[src/rtl/i2s_rx_tdm.sv]
`default_nettype none
// ============================================================================
// Module : i2s_rx_tdm
// Desc   : I2S / left-justified / TDM serial-audio receiver with frame checks.
// Rev    : 1.0
// ============================================================================
module i2s_rx_tdm #(
  parameter int  BITS      = 24,
  parameter int  SLOT_BITS = 32,
  parameter int  CHANNELS  = 2,
  localparam int CW        = $clog2(CHANNELS)
) (
  input  logic            clk,
  input  logic            reset_n,
  input  logic            enable,
  input  logic            mode_lj,
  input  logic            bck,
  input  logic            lrck,
  input  logic            data,
  output logic [BITS-1:0] sample,
  output logic [CW-1:0]   chan,
  output logic            valid,
  output logic            frame_err
);

  localparam int            c_bw        = $clog2(SLOT_BITS);
  localparam logic [c_bw-1:0] c_slot_last = c_bw'(SLOT_BITS - 1);
  localparam logic [c_bw-1:0] c_word_last = c_bw'(BITS - 1);
  localparam logic [CW-1:0]   c_ch_last   = CW'(CHANNELS - 1);
  localparam logic            c_half_en   = (CHANNELS == 2);

  typedef enum logic [0:0] {
    HUNT = 1'b0,
    RUN  = 1'b1
  } state_t;

  logic [1:0]      r_bck_sync, r_lrck_sync, r_data_sync;
  logic            r_bck_d, r_lrck_prev, r_pend_fall, r_pend_half;
  state_t          r_state, w_state_nx;
  logic [c_bw-1:0] r_bcnt, w_bcnt_nx, w_pos_b;
  logic [CW-1:0]   r_scnt, w_scnt_nx, w_pos_s;
  logic [BITS-1:0] r_shift, w_shift_nx;
  logic            w_rise, w_lr_fall, w_lr_rise, w_ss_frame, w_ss_half;
  logic            w_take, w_err, w_done, w_at_end, w_at_frame_end;

  assign w_rise     = r_bck_sync[1] & ~r_bck_d;
  assign w_lr_fall  = r_lrck_prev & ~r_lrck_sync[1];
  assign w_lr_rise  = c_half_en & ~r_lrck_prev & r_lrck_sync[1];
  // In I2S mode the slot starts one bck after the lrck edge.
  assign w_ss_frame = w_rise & (mode_lj ? w_lr_fall : r_pend_fall);
  assign w_ss_half  = w_rise & (mode_lj ? w_lr_rise : r_pend_half);

  assign w_at_end       = (r_bcnt == c_slot_last);
  assign w_at_frame_end = w_at_end && (r_scnt == c_ch_last);

  // Counters hold the slot position of the bit most recently captured.
  always_comb begin
    w_state_nx = r_state;
    w_bcnt_nx  = r_bcnt;
    w_scnt_nx  = r_scnt;
    w_pos_b    = r_bcnt;
    w_pos_s    = r_scnt;
    w_take     = 1'b0;
    w_err      = 1'b0;
    case (r_state)
      HUNT: begin
        w_bcnt_nx = '0;
        w_scnt_nx = '0;
        if (enable && w_ss_frame) begin
          w_state_nx = RUN;
          w_take     = 1'b1;
          w_pos_b    = '0;
          w_pos_s    = '0;
        end
      end
      RUN: begin
        if (!enable) begin
          w_state_nx = HUNT;
          w_bcnt_nx  = '0;
          w_scnt_nx  = '0;
        end else if (w_rise) begin
          w_take = 1'b1;
          if (w_ss_frame) begin
            // A misplaced frame edge is still a valid restart point.
            w_pos_b = '0;
            w_pos_s = '0;
            w_err   = !w_at_frame_end;
          end else if ((w_ss_half && !(w_at_end && r_scnt == '0)) || w_at_frame_end) begin
            w_err      = 1'b1;
            w_take     = 1'b0;
            w_state_nx = HUNT;
            w_bcnt_nx  = '0;
            w_scnt_nx  = '0;
          end else if (w_at_end) begin
            w_pos_b = '0;
            w_pos_s = r_scnt + 1'b1;
          end else begin
            w_pos_b = r_bcnt + 1'b1;
          end
          if (w_take) begin
            w_bcnt_nx = w_pos_b;
            w_scnt_nx = w_pos_s;
          end
        end
      end
      default: w_state_nx = HUNT;
    endcase

    w_shift_nx = r_shift;
    if (w_take && (32'(w_pos_b) < BITS)) begin
      w_shift_nx = BITS'({r_shift, r_data_sync[1]});
    end
    w_done = w_take && !w_err && (w_pos_b == c_word_last);
  end

  always_ff @(posedge clk) begin
    if (!reset_n) begin
      r_bck_sync  <= '0;
      r_lrck_sync <= '0;
      r_data_sync <= '0;
      r_bck_d     <= 1'b0;
      r_lrck_prev <= 1'b0;
      r_pend_fall <= 1'b0;
      r_pend_half <= 1'b0;
      r_state     <= HUNT;
      r_bcnt      <= '0;
      r_scnt      <= '0;
      r_shift     <= '0;
      sample      <= '0;
      chan        <= '0;
      valid       <= 1'b0;
      frame_err   <= 1'b0;
    end else begin
      r_bck_sync  <= {r_bck_sync[0], bck};
      r_lrck_sync <= {r_lrck_sync[0], lrck};
      r_data_sync <= {r_data_sync[0], data};
      r_bck_d     <= r_bck_sync[1];
      if (w_rise) begin
        r_lrck_prev <= r_lrck_sync[1];
        r_pend_fall <= w_lr_fall;
        r_pend_half <= w_lr_rise;
      end
      r_state   <= w_state_nx;
      r_bcnt    <= w_bcnt_nx;
      r_scnt    <= w_scnt_nx;
      r_shift   <= w_shift_nx;
      valid     <= w_done;
      frame_err <= w_err;
      if (w_done) begin
        sample <= w_shift_nx;
        chan   <= w_pos_s;
      end
    end
  end

endmodule
`default_nettype wire

[config.mk]
export PLATFORM = sky130hd
export DESIGN_NAME = i2s_rx_tdm
export DESIGN_NICKNAME = d
export VERILOG_FILES = /design/src/rtl/i2s_rx_tdm.sv
export SDC_FILE = /design/constraint.sdc
export NUM_CORES = 1
export LEC_CHECK = 0
export ABC_AREA = 1
export CAP_MARGIN = 5
export CORE_UTILIZATION = 55
export DETAILED_ROUTE_END_ITERATION = 7
export MAX_ROUTING_LAYER = met4
export PLACE_DENSITY_LB_ADDON = 0.12
export SKIP_LAST_GASP = 1
export SYNTH_ARGS = -nofsm -noshare
export SYNTH_HDL_FRONTEND = slang
export SYNTH_SLANG_ARGS = --single-unit
[constraint.sdc]
create_clock -name clk -period 6.4 [get_ports clk]
set_input_delay 1.6 -clock clk [delete_from_list [all_inputs] [get_ports clk]]
set_output_delay 1.6 -clock clk [all_outputs]
set_load 0.01 [all_outputs]
==> insert_results.sql, run 1 <==
INSERT INTO impl_metrics (metric_group, metric, value, unit) VALUES
('clock_tree', 'clock_sinks', '68', ''),
('cells_and_area', 'final_util', '68.51', '%'),
('global_route', 'grt_start_max_net_pins', '59', ''),
('synth', 'synth_cell_types', '30', ''),
('power_and_ir_drop', 'pwr-share-comb', '3.0', '%'),
('clock_tree', 'clockRootBuffer', 'sky130_fd_sc_hd__clkbuf_8', ''),
('worst_setup_path', 'worstSetupStartpointType', 'input port', ''),
('worst_setup_path', 'endpoint_kind', 'register', ''),
('floorplanning', 'ioPinCount', '34', ''),
('cells_and_area', 'multiInputGateArea', '1294', 'sq um'),
('worst_setup_path', 'data_required_time_at_the_worst_endpoint', '6.64', 'ns'),
('timing', 'slew_viol_final', '0', ''),
('worst_setup_path', 'setup.worst_path.class', 'input port to register', ''),
('status', 'outcome', 'finished clean', ''),
('route', 'vias_per_cell', '5.172', ''),
('route', 'first_iter_violations', '178', ''),
('global_route', 'grt_pass1_vias', '2552', ''),
('place', 'globalplace.congestion', '0.8939', ''),
('cells_and_area', 'post_route_cells_drive_above_1_share', '8.811', '%'),
('hold_path', 'worstHoldPathCells', '2', ''),
('timing', 'final_layout_worst_hold_slack', '0.4149', 'ns'),
('cells_and_area', 'area_delta_synth_final', '17.20', '%'),
('global_route', 'globalRouteOverflowTotal', '0', ''),
('place', 'io_buffers', '33', ''),
('route', 'postRouteAntennaNets', '0', ''),
('synth', 'synth-seq-area-share', '44.46', '%'),
('route', 'drt-total-wl', '6189', 'um'),
('clock_tree', 'path_clk_slew', '0.07', 'ns'),
('worst_setup_path', 'worst-r2r-cell-count', '15', ''),
('timing', 'final_hold_viol_count', '0', ''),
('cells_and_area', 'regArea', '1361', 'sq um'),
('global_route', 'grt_first_pass_wirelength', '10820', 'um'),
('synth', 'synthTopCellsByArea', 'sky130_fd_sc_hd__dfxtp_1 (44%), sky130_fd_sc_hd__nand2_1 (11%), sky130_fd_sc_hd__a21oi_1 (10%)', ''),
('power_and_ir_drop', 'clock_share_of_power', '46.0', '%'),
('clock_tree', 'tritoncts', 'done', ''),
('timing', 'tns', '0', 'ns'),
('power_and_ir_drop', 'total_switching_power', '174.6', 'uW'),
('cells_and_area', 'final.fill_count', '497', ''),
('clock_tree', 'tritoncts_buffer_count', '9', ''),
('synth', 'synth_seq_cells', '68', ''),
('floorplanning', 'floorplan.initialDensity', '58.46', '%'),
('clock_tree', 'clockBufferDepth', '2', ''),
('timing', 'period_share', '64.97', '%'),
('hold_path', 'min_path_type', 'register to register', ''),
('global_route', 'grt_antenna_before_repair', '0', ''),
('timing', 'min_period', '4.158', 'ns'),
('synth', 'post-synth-top-area-fraction', '44.46', '%'),
('route', 'remaining_routing_drc_violations', '0', ''),
('synth', 'synth_largest_area_cell', 'sky130_fd_sc_hd__dfxtp_1', ''),
('timing', 'rsz_0062_raised_after_global_routing', 'false', ''),
('clock_tree', 'postCtsSetupBuffers', '0', ''),
('clock_tree', 'ctsResizeCount', '0', ''),
('global_route', 'globalRouteTotalUtil', '23.71', '%'),
('route', 'firstDrtPassIters', '5', ''),
('synth', 'synth.cell_area', '3062', 'sq um'),
('timing', 'clock-skew-final', '0.01009', 'ns'),
('power_and_ir_drop', 'cellLeakagePower', '0.001484', 'uW'),
('power_and_ir_drop', 'sw_frac_of_total', '20.83', '%'),
('floorplanning', 'die_x', '76.61', 'um'),
('synth', 'syn_nets', '431', ''),
('synth', 'ys.warnings.count', '0', ''),
('floorplanning', 'die_h', '76.61', 'um'),
('timing', 'worst_slew_pin_slew', '1.038', 'ns'),
('route', 'detailroute.via_count', '2710', ''),
('worst_setup_path', 'critical_path_maximum_fanout', '25', ''),
('clock_tree', 'clock_insertion_delay_worst_skew', '0.34', 'ns'),
('floorplanning', 'die_area', '5869', 'sq um'),
('place', 'hpwl', '4031', 'um'),
('synth', 'average_instance_area_after_synthesis', '7.272', 'sq um'),
('power_and_ir_drop', 'internal-power', '663.3', 'uW'),
('timing', 'final-setup-viol-count', '0', '');
Yosys cell counts:
library cell,instances
sky130_fd_sc_hd__buf_2,4
sky130_fd_sc_hd__inv_2,3
sky130_fd_sc_hd__nand3b_1,1
sky130_fd_sc_hd__a21oi_1,61
sky130_fd_sc_hd__buf_6,5
sky130_fd_sc_hd__nor3_1,3
sky130_fd_sc_hd__a21oi_4,1
sky130_fd_sc_hd__nand3_1,55
sky130_fd_sc_hd__nand3_4,1
sky130_fd_sc_hd__or2_2,1
sky130_fd_sc_hd__a21oi_2,1
sky130_fd_sc_hd__nor2_4,2
sky130_fd_sc_hd__nor2_2,2
sky130_fd_sc_hd__nor2_1,15
sky130_fd_sc_hd__a31oi_1,1
sky130_fd_sc_hd__nand4_1,3
sky130_fd_sc_hd__nand2_1,91
sky130_fd_sc_hd__o211ai_1,1
sky130_fd_sc_hd__a211oi_1,1
sky130_fd_sc_hd__nand2_2,5
sky130_fd_sc_hd__clkinv_4,1
sky130_fd_sc_hd__nand2_4,1
sky130_fd_sc_hd__dfxtp_1,68
sky130_fd_sc_hd__o21ai_2,1
sky130_fd_sc_hd__clkbuf_8,1
sky130_fd_sc_hd__o21ai_0,4
sky130_fd_sc_hd__clkbuf_1,7
sky130_fd_sc_hd__ha_1,3
sky130_fd_sc_hd__nand3_2,6
sky130_fd_sc_hd__inv_1,72
placed cells by master (no fill, tap or decap), types with 2 or more instances in the layout:
cell type                          n
sky130_fd_sc_hd__clkdlybuf4s50_1  33
sky130_fd_sc_hd__nand3_2           6
sky130_fd_sc_hd__ha_1              3
sky130_fd_sc_hd__nor2_2            2
sky130_fd_sc_hd__inv_1            72
sky130_fd_sc_hd__clkbuf_8         10
sky130_fd_sc_hd__clkbuf_1          2
sky130_fd_sc_hd__nand2_2           5
sky130_fd_sc_hd__nand3_1          55
sky130_fd_sc_hd__nor3_1            3
sky130_fd_sc_hd__nor2_4            2
sky130_fd_sc_hd__o21ai_0           4
sky130_fd_sc_hd__dfxtp_1          68
sky130_fd_sc_hd__bufinv_16         2
sky130_fd_sc_hd__nor2_1           15
sky130_fd_sc_hd__a21oi_1          61
sky130_fd_sc_hd__nand2_1          91
sky130_fd_sc_hd__inv_2             3
sky130_fd_sc_hd__nand4_1           3
path summary, 6_finish.rpt:
kind	slack (ns)	start	endpoint
hold / removal	0.41	r_data_sync[0]$_SDFF_PN0_	r_data_sync[1]$_SDFF_PN0_
setup reg to reg	3.06	r_bcnt[0]$_SDFFE_PN0P_	sample[6]$_SDFFE_PN0P_
hold reg to reg	0.41	r_data_sync[0]$_SDFF_PN0_	r_data_sync[1]$_SDFF_PN0_
setup / recovery	2.24	enable	sample[6]$_SDFFE_PN0P_
cell families (layout without fill, tap and decap cells):
logic type,count (synthesis),in the layout,synth area share (%)
compound gates,71,71,12.42
fa+ha+maj,3,3,1.226
buf+inv,93,126,13.28
flops,68,68,44.46
simple gates,186,186,28.61
critical path, cell delays in order:
cell                              delay [ns]
sky130_fd_sc_hd__clkdlybuf4s50_1        0.48
sky130_fd_sc_hd__inv_1                  0.08
sky130_fd_sc_hd__nor2_4                 0.16
sky130_fd_sc_hd__inv_2                  0.08
sky130_fd_sc_hd__nor2_4                 0.14
sky130_fd_sc_hd__inv_2                  0.08
sky130_fd_sc_hd__o21ai_2                0.82
sky130_fd_sc_hd__nand2_2                0.51
sky130_fd_sc_hd__nand2_1                0.22
sky130_fd_sc_hd__nand3_1                0.10
sky130_fd_sc_hd__nand2_1                0.08
sky130_fd_sc_hd__inv_1                  0.04
final cells by class:
class | instances | share of cell area (%)
Sequential cell | 68 | 37.94
Multi-Input combinational cell | 260 | 36.05
Timing Repair Buffer | 34 | 9.414
Inverter | 76 | 8.089
Clock buffer | 12 | 4.045
Tap cell | 70 | 2.441
Clock inverter | 4 | 2.022
per-layer routing:
metal	vias to the layer above	part of all wire, %	wire [um]	track usage (%)
met5	-	0	0	-
met4	0	2.2	136	11.35
met3	12	4.5	277	3.952
met2	76	48	2953	39.64
met1	1235	46	2822	27.68
li1	1387	-	-	-
stage by stage:
stage	setup WS (ns)	power [uW]	cells	cell area, sq um
after floorplan	3.425	454.0	421	3062
after global placement	1.956	461.3	508	3371
after detailed placement	1.946	461.8	508	3371
after CTS	2.317	845.6	524	3588
after global routing	2.016	864.8	524	3588
final	2.242	837.8	524	3588
power groups by stage:
| stage | combinational [uW] | clock, uW | sequential (uW) |
|---|---|---|---|
| finish | 24.8 | 386 | 427 |
| global placement | 24.4 | 0 | 437 |
| floorplan | 17.3 | 0 | 437 |
| global route | 27.6 | 410 | 427 |
| detailed placement | 24.8 | 0 | 437 |
| CTS | 24.9 | 393 | 427 |
flip-flops by register name (all words and copies together) (netlist names):
name         count
r_pend_half      1
frame_err        1
r_lrck_prev      1
sample          24
r_bck_d          1
r_pend_fall      1
chan             1
r_bcnt           5
r_lrck_sync      2
r_scnt           1
r_state          1
r_shift         24
valid            1
r_bck_sync       2
r_data_sync      2
(Power assumes the default switching activity.)
==> run 2, diff against run 1 <==
==> constraint.sdc (replaced) <==
create_clock -name clk -period 4.2 [get_ports clk]
set_input_delay 1.05 -clock clk [delete_from_list [all_inputs] [get_ports clk]]
set_output_delay 1.05 -clock clk [all_outputs]
set_load 0.01 [all_outputs]
==> insert_results.sql, run 2 (synthesized netlist as in run 1, its figures left out) <==
INSERT INTO impl_metrics (metric_group, metric, value, unit) VALUES
('job', 'drv.max_cap_violation_count', '0', ''),
('power_and_ir_drop', 'internal-power', '967.9', 'uW'),
('power_and_ir_drop', 'seq_power_share', '53.0', '%'),
('cells_and_area', 'final.fill_count', '461', ''),
('power_and_ir_drop', 'ir_drop', '0.0002477', 'V'),
('clock_tree', 'tritoncts', 'done', ''),
('timing', 'clock-skew-final', '0.007871', 'ns'),
('hold_path', 'worst_hold_startpoint', 'r_data_sync[0]$_SDFF_PN0_', ''),
('floorplanning', 'die_x', '76.61', 'um'),
('clock_tree', 'clock_sinks', '68', ''),
('timing', 'worst_slew_pin_slew', '1.017', 'ns'),
('worst_setup_path', 'critical_path_maximum_fanout', '25', ''),
('floorplanning', 'ioPinCount', '34', ''),
('worst_setup_path', 'endpoint_kind', 'register', ''),
('place', 'globalplace.congestion', '0.9447', ''),
('global_route', 'globalRouteOverflowTotal', '0', ''),
('worst_setup_path', 'cp.arrival', '3.86', 'ns'),
('timing', 'achievable-frequency', '275.4', 'MHz'),
('power_and_ir_drop', 'power_consumption', '1228', 'uW'),
('route', 'drt-total-wl', '5908', 'um'),
('cells_and_area', 'highest_count_cells_in_the_layout_ignoring_fill_and_taps', 'sky130_fd_sc_hd__nand2_1 (91), sky130_fd_sc_hd__inv_1 (72), sky130_fd_sc_hd__dfxtp_1 (68), sky130_fd_sc_hd__a21oi_1 (61), sky130_fd_sc_hd__nand3_1 (55)', ''),
('power_and_ir_drop', 'pwr-share-comb', '3.0', '%'),
('timing', 'final_layout_worst_hold_slack', '0.4146', 'ns'),
('power_and_ir_drop', 'powerDensity', '342.7', 'nW/um^2'),
('clock_tree', 'clock_insertion_delay_worst_skew', '0.34', 'ns'),
('power_and_ir_drop', 'sw_frac_of_total', '21.16', '%'),
('cells_and_area', 'biggest_registers_after_layout', 'r_shift: 24 flops, sample: 24 flops, r_bcnt: 5 flops', ''),
('timing', 'min_period', '3.631', 'ns'),
('worst_setup_path', 'worst-r2r-cell-count', '15', ''),
('worst_setup_path', 'critical_path.reg2reg.endpoint', 'sample[1]$_SDFFE_PN0P_', ''),
('worst_setup_path', 'regToRegSetupSlack', '0.86', 'ns'),
('global_route', 'grt_pass1_vias', '2475', ''),
('status', 'outcome', 'finished clean', ''),
('clock_tree', 'path_clk_slew', '0.07', 'ns'),
('cells_and_area', 'post_route_cells_drive_above_1_share', '9.011', '%'),
('route', 'firstDrtPassIters', '5', ''),
('worst_setup_path', 'data_required_time_at_the_worst_endpoint', '4.43', 'ns'),
('cells_and_area', 'most_common_cell_after_layout_fill_and_taps_aside', 'sky130_fd_sc_hd__nand2_1', ''),
('cells_and_area', 'insertedDiodeCount', '0', ''),
('timing', 'period_share', '86.45', '%'),
('clock_tree', 'clockBufferDepth', '2', ''),
('route', 'first_iter_violations', '157', ''),
('clock_tree', 'tritoncts_buffer_count', '9', ''),
('worst_setup_path', 'worstSetupStartpointType', 'input port', ''),
('global_route', 'grt_antenna_before_repair', '0', ''),
('route', 'detailroute.via_count', '2683', ''),
('floorplanning', 'core', '5238', 'sq um'),
('worst_setup_path', 'setup.worst_path.class', 'input port to register', ''),
('route', 'routed_wire_length_per_instance', '11.25', 'um'),
('place', 'io_buffers', '33', ''),
('power_and_ir_drop', 'total_switching_power', '259.8', 'uW'),
('route', 'vias_per_cell', '5.110', ''),
('cells_and_area', 'area_delta_synth_final', '17.00', '%'),
('global_route', 'globalRouteTotalUtil', '22.89', '%'),
('cells_and_area', 'final_net_count', '460', ''),
('global_route', 'grt_start_max_net_pins', '59', ''),
('worst_setup_path', 'critical_path.cell_chain', 'clkdlybuf4s50_1, nor2_1, nor2_2, nand2_1, nand2_2, nand2_2, a21oi_4, o21ai_2, nand2_2, nand2_1, nand3_1, nand2_1, inv_1', ''),
('floorplanning', 'floorplan.initialDensity', '58.46', '%'),
('cells_and_area', 'fin_area', '3582', 'sq um'),
('timing', 'final_hold_viol_count', '0', ''),
('route', 'postRouteAntennaNets', '0', ''),
('clock_tree', 'ctsResizeCount', '0', ''),
('timing', 'tns', '0', 'ns'),
('hold_path', 'hold-path-endpoint', 'r_data_sync[1]$_SDFF_PN0_', ''),
('timing', 'slew_headroom', '32.20', '%'),
('timing', 'rsz_0062_raised_after_global_routing', 'false', ''),
('place', 'hpwl', '3838', 'um'),
('hold_path', 'min_path_type', 'register to register', ''),
('worst_setup_path', 'critical-path-max-stage-delay', '0.79', 'ns'),
('worst_setup_path', 'critical-path-slowest-cell', 'sky130_fd_sc_hd__o21ai_2', ''),
('hold_path', 'worstHoldPathCells', '2', ''),
('clock_tree', 'clockRootBuffer', 'sky130_fd_sc_hd__clkbuf_8', ''),
('floorplanning', 'die_h', '76.61', 'um'),
('floorplanning', 'rows', '26', ''),
('clock_tree', 'ctsHtreeMaxLevel', '3', ''),
('timing', 'final-setup-viol-count', '0', ''),
('route', 'remaining_routing_drc_violations', '0', ''),
('power_and_ir_drop', 'cellLeakagePower', '0.001477', 'uW'),
('power_and_ir_drop', 'clock_share_of_power', '43.9', '%'),
('global_route', 'grt_first_pass_wirelength', '10490', 'um'),
('place', 'post_dp_area', '3378', 'sq um'),
('clock_tree', 'postCtsSetupBuffers', '0', ''),
('floorplanning', 'die_area', '5869', 'sq um'),
('worst_setup_path', 'launching_point_of_the_worst_reg2reg_path', 'r_bcnt[0]$_SDFFE_PN0P_', ''),
('timing', 'slew_viol_final', '0', ''),
('clock_tree', 'cts_hold_buf', '0', '');
## run 2: changes by cell type in the layout (fill, tap and decap cells not counted), sizes merged
cell / change
clkbuf: +1
bufinv: -1
clkinvlp: +1
clkinv: -1
buf: +1
## run 2: cell type report
class                   count  area (sq um)  area share (%)
clock inverters             3         45.04           1.257
inverters                  76         290.3           8.103
multi-input cells         260          1294           36.12
flip-flops and latches     68          1361           38.00
well taps                  70         87.58           2.445
repair buffers             35         345.3           9.640
clock buffers              13         158.9           4.436
## run 2: power groups by stage
stage	clock network [uW]	logic [uW]	registers [uW]
2_1_floorplan	0	26.4	665
3_3_place_gp	0	36.9	666
3_5_place_dp	0	37.4	666
4_1_cts	555	37.5	651
5_1_grt	582	41.6	651
6_report	539	37.3	651
## run 2: critical path, delay by kind of cell
kind	cells	cell delay [ns]
compound gates	2	0.85
buf+inv	2	0.51
simple gates	9	1.43
## run 2: how the worst max path moves through the flow
stage,slack [ns],start,end,depth (start not counted)
2_1_floorplan,1.78,mode_lj,sample[14]$_SDFFE_PN0P_,13
3_3_place_gp,0.34,mode_lj,sample[2]$_SDFFE_PN0P_,13
3_5_place_dp,0.27,mode_lj,sample[15]$_SDFFE_PN0P_,13
4_1_cts,0.61,mode_lj,sample[1]$_SDFFE_PN0P_,13
5_1_grt,0.32,mode_lj,sample[1]$_SDFFE_PN0P_,13
6_report,0.57,mode_lj,sample[1]$_SDFFE_PN0P_,13
## run 2: layer usage
layer	up-vias	part of all wire, %	track usage [%]
met3	8	4.5	6.347
met4	0	0.93	7.500
met2	57	47	37.93
met5	-	0	-
li1	1398	-	-
met1	1220	47	26.75
## run 2: stage by stage
step / worst slack, ns / std cells / util, %
6_report: 0.5689 / 525 / 68.39
5_1_grt: 0.3241 / 525 / 68.39
4_1_cts: 0.6149 / 525 / 68.39
3_5_place_dp: 0.2731 / 509 / 64.50
3_3_place_gp: 0.3420 / 509 / 64.50
2_1_floorplan: 1.775 / 421 / -
==> run 3, diff against run 2 <==
--- a/config.mk
+++ b/config.mk
@@ -7,11 +7,10 @@
 export LEC_CHECK = 0
 export ABC_AREA = 1
 export CAP_MARGIN = 5
-export CORE_UTILIZATION = 55
+export CORE_UTILIZATION = 50
 export DETAILED_ROUTE_END_ITERATION = 7
 export MAX_ROUTING_LAYER = met4
 export PLACE_DENSITY_LB_ADDON = 0.12
-export SKIP_LAST_GASP = 1
 export SYNTH_ARGS = -nofsm -noshare
 export SYNTH_HDL_FRONTEND = slang
 export SYNTH_SLANG_ARGS = --single-unit
==> constraint.sdc (replaced) <==
create_clock -name clk -period 3.1 [get_ports clk]
set_input_delay 0.775 -clock clk [delete_from_list [all_inputs] [get_ports clk]]
set_output_delay 0.775 -clock clk [all_outputs]
set_load 0.01 [all_outputs]
==> insert_results.sql, run 3 (synthesized netlist as in run 1, its figures left out) <==
INSERT INTO impl_metrics (metric_group, metric, value, unit) VALUES
('cells_and_area', 'regArea', '1361', 'sq um'),
('timing', 'rsz_0062_raised_after_global_routing', 'false', ''),
('worst_setup_path', 'critical_path_maximum_fanout', '25', ''),
('power_and_ir_drop', 'cellLeakagePower', '0.001545', 'uW'),
('global_route', 'grt_start_max_net_pins', '54', ''),
('route', 'vias_per_cell', '5.041', ''),
('clock_tree', 'clock_insertion_delay_worst_skew', '0.34', 'ns'),
('cells_and_area', 'final_net_count', '470', ''),
('floorplanning', 'core', '5921', 'sq um'),
('route', 'remaining_routing_drc_violations', '1', ''),
('timing', 'worst_slew_pin_slew', '0.4223', 'ns'),
('clock_tree', 'tritoncts_buffer_count', '9', ''),
('timing', 'final_hold_viol_count', '0', ''),
('timing', 'min_period', '2.504', 'ns'),
('timing', 'tns', '0', 'ns'),
('cells_and_area', 'insertedDiodeCount', '0', ''),
('route', 'drt-total-wl', '6301', 'um'),
('cells_and_area', 'post_route_cells_drive_above_1_share', '11.40', '%'),
('cells_and_area', 'most_common_cell_after_layout_fill_and_taps_aside', 'sky130_fd_sc_hd__nand2_1', ''),
('floorplanning', 'die_area', '6440', 'sq um'),
('worst_setup_path', 'data_required_time_at_the_worst_endpoint', '3.34', 'ns'),
('route', 'detailroute.via_count', '2722', ''),
('timing', 'achievable-frequency', '399.3', 'MHz'),
('worst_setup_path', 'setup.worst_path.class', 'register to register', ''),
('worst_setup_path', 'endpoint_kind', 'register', ''),
('global_route', 'met2_usage', '34.96', '%'),
('global_route', 'grt_pass1_vias', '2451', ''),
('clock_tree', 'ctsHtreeMaxLevel', '3', ''),
('clock_tree', 'ctsResizeCount', '0', ''),
('floorplanning', 'ioPinCount', '34', ''),
('route', 'routed_wire_length_per_instance', '11.67', 'um'),
('timing', 'period_share', '80.79', '%'),
('power_and_ir_drop', 'powerDensity', '474.9', 'nW/um^2'),
('cells_and_area', 'biggest_registers_after_layout', 'r_shift: 24 flops, sample: 24 flops, r_bcnt: 5 flops', ''),
('worst_setup_path', 'worstSetupStartpointType', 'register', ''),
('cells_and_area', 'final.fill_count', '554', ''),
('global_route', 'grt_antenna_before_repair', '0', ''),
('job', 'drv.max_cap_violation_count', '0', ''),
('status', 'violated_checks', 'DRC', ''),
('clock_tree', 'tritoncts', 'done', ''),
('clock_tree', 'clockRootBuffer', 'sky130_fd_sc_hd__clkbuf_8', ''),
('floorplanning', 'floorplan.initialDensity', '51.71', '%'),
('place', 'io_buffers', '33', ''),
('global_route', 'global_route_track_usage_on_met3', '6.932', '%'),
('cells_and_area', 'multiInputGateArea', '1294', 'sq um'),
('hold_path', 'min_path_type', 'register to register', ''),
('clock_tree', 'clock_sinks', '68', ''),
('timing', 'clock-skew-final', '0.01015', 'ns'),
('floorplanning', 'rows', '28', ''),
('global_route', 'global_route.usage.met1', '28.20', '%'),
('timing', 'final-setup-viol-count', '0', ''),
('timing', 'setup_slack', '0.5956', 'ns'),
('cells_and_area', 'area_delta_synth_final', '20.72', '%'),
('worst_setup_path', 'cp.arrival', '2.75', 'ns'),
('place', 'globalplace.congestion', '0.9149', ''),
('timing', 'slew_headroom', '71.63', '%'),
('clock_tree', 'postCtsSetupBuffers', '0', ''),
('route', 'firstDrtPassIters', '6', ''),
('route', 'first_iter_violations', '143', ''),
('global_route', 'globalRouteTotalUtil', '22.62', '%'),
('place', 'dp_worst_setup_slack', '0.2518', 'ns'),
('timing', 'slew_viol_final', '0', ''),
('floorplanning', 'die_x', '80.25', 'um'),
('floorplanning', 'die_h', '80.25', 'um'),
('global_route', 'globalRouteOverflowTotal', '0', ''),
('status', 'outcome', 'finished with violations', ''),
('global_route', 'grt-busiest-layer', 'met2', ''),
('clock_tree', 'cts_hold_buf', '0', ''),
('place', 'hpwl', '4290', 'um'),
('global_route', 'grt_first_pass_wirelength', '10830', 'um'),
('clock_tree', 'path_clk_slew', '0.07', 'ns'),
('route', 'postRouteAntennaNets', '0', ''),
('clock_tree', 'clockBufferDepth', '2', ''),
('cells_and_area', 'highest_count_cells_in_the_layout_ignoring_fill_and_taps', 'sky130_fd_sc_hd__nand2_1 (91), sky130_fd_sc_hd__inv_1 (72), sky130_fd_sc_hd__dfxtp_1 (68), sky130_fd_sc_hd__a21oi_1 (61), sky130_fd_sc_hd__nand3_1 (55)', ''),
('power_and_ir_drop', 'ir_drop', '0.0003640', 'V');
[run 3: metal layers]
| metal | share of wire (%) | up-vias |
|---|---|---|
| met3 | 4.5 | 5 |
| met2 | 45 | 66 |
| met1 | 49 | 1229 |
| met4 | 1.2 | 0 |
| li1 | - | 1422 |
| met5 | 0 | - |
[run 3: power breakdown]
group          internal (uW)  switching (uW)  total [uW]
Combinational           20.5            37.0        57.5
Clock                    475             341         816
Sequential               879            2.70         882
Total                   1370             381        1760
[run 3: critical path: stages (launching register included)]
cell and delay, ns:
sky130_fd_sc_hd__dfxtp_1 0.43, sky130_fd_sc_hd__ha_1 0.20, sky130_fd_sc_hd__nand2_1 0.07, sky130_fd_sc_hd__nor2_1 0.10
sky130_fd_sc_hd__ha_1 0.20, sky130_fd_sc_hd__inv_1 0.13, sky130_fd_sc_hd__nand3_2 0.13, sky130_fd_sc_hd__nand2_1 0.13
sky130_fd_sc_hd__nand2_1 0.11, sky130_fd_sc_hd__nand4_1 0.10, sky130_fd_sc_hd__a21oi_1 0.24, sky130_fd_sc_hd__nand3_4 0.13
sky130_fd_sc_hd__clkinv_4 0.19, sky130_fd_sc_hd__nand3_1 0.13, sky130_fd_sc_hd__nand2_1 0.08, sky130_fd_sc_hd__inv_1 0.04
[run 3: cell type report]
cell class / instances / area share [%]
clock buffers: 10 / 3.724
clock inverters: 6 / 2.336
inverters: 76 / 7.854
multi-input cells: 260 / 35.00
flip-flops and latches: 68 / 36.83
well taps: 75 / 2.539
repair buffers: 45 / 11.71
[run 3: stage by stage]
stage	std cells	util (%)	hold slack, ns	cell area [sq um]	power (uW)
final	540	62.43	0.4199	3696	1755
after floorplan	421	-	0.3905	3062	937.3
after global placement	524	58.64	0.3918	3472	959.4
after CTS	540	62.43	0.4208	3696	1772
after detailed placement	524	58.64	0.4031	3472	960.0
after global routing	540	62.43	0.4357	3696	1820
[run 3: path summary, 6_finish.rpt]
| check | slack (ns) | start | cells after the start | end |
|---|---|---|---|---|
| worst max-delay path | 0.60 | r_bcnt[0]$_SDFFE_PN0P_ | 15 | sample[1]$_SDFFE_PN0P_ |
| worst min-delay path | 0.42 | r_bck_sync[0]$_SDFF_PN0_ | 2 | r_bck_sync[1]$_SDFF_PN0_ |
| worst max register to register | 0.60 | r_bcnt[0]$_SDFFE_PN0P_ | 15 | sample[1]$_SDFFE_PN0P_ |
| worst min register to register | 0.42 | r_bck_sync[0]$_SDFF_PN0_ | 2 | r_bck_sync[1]$_SDFF_PN0_ |
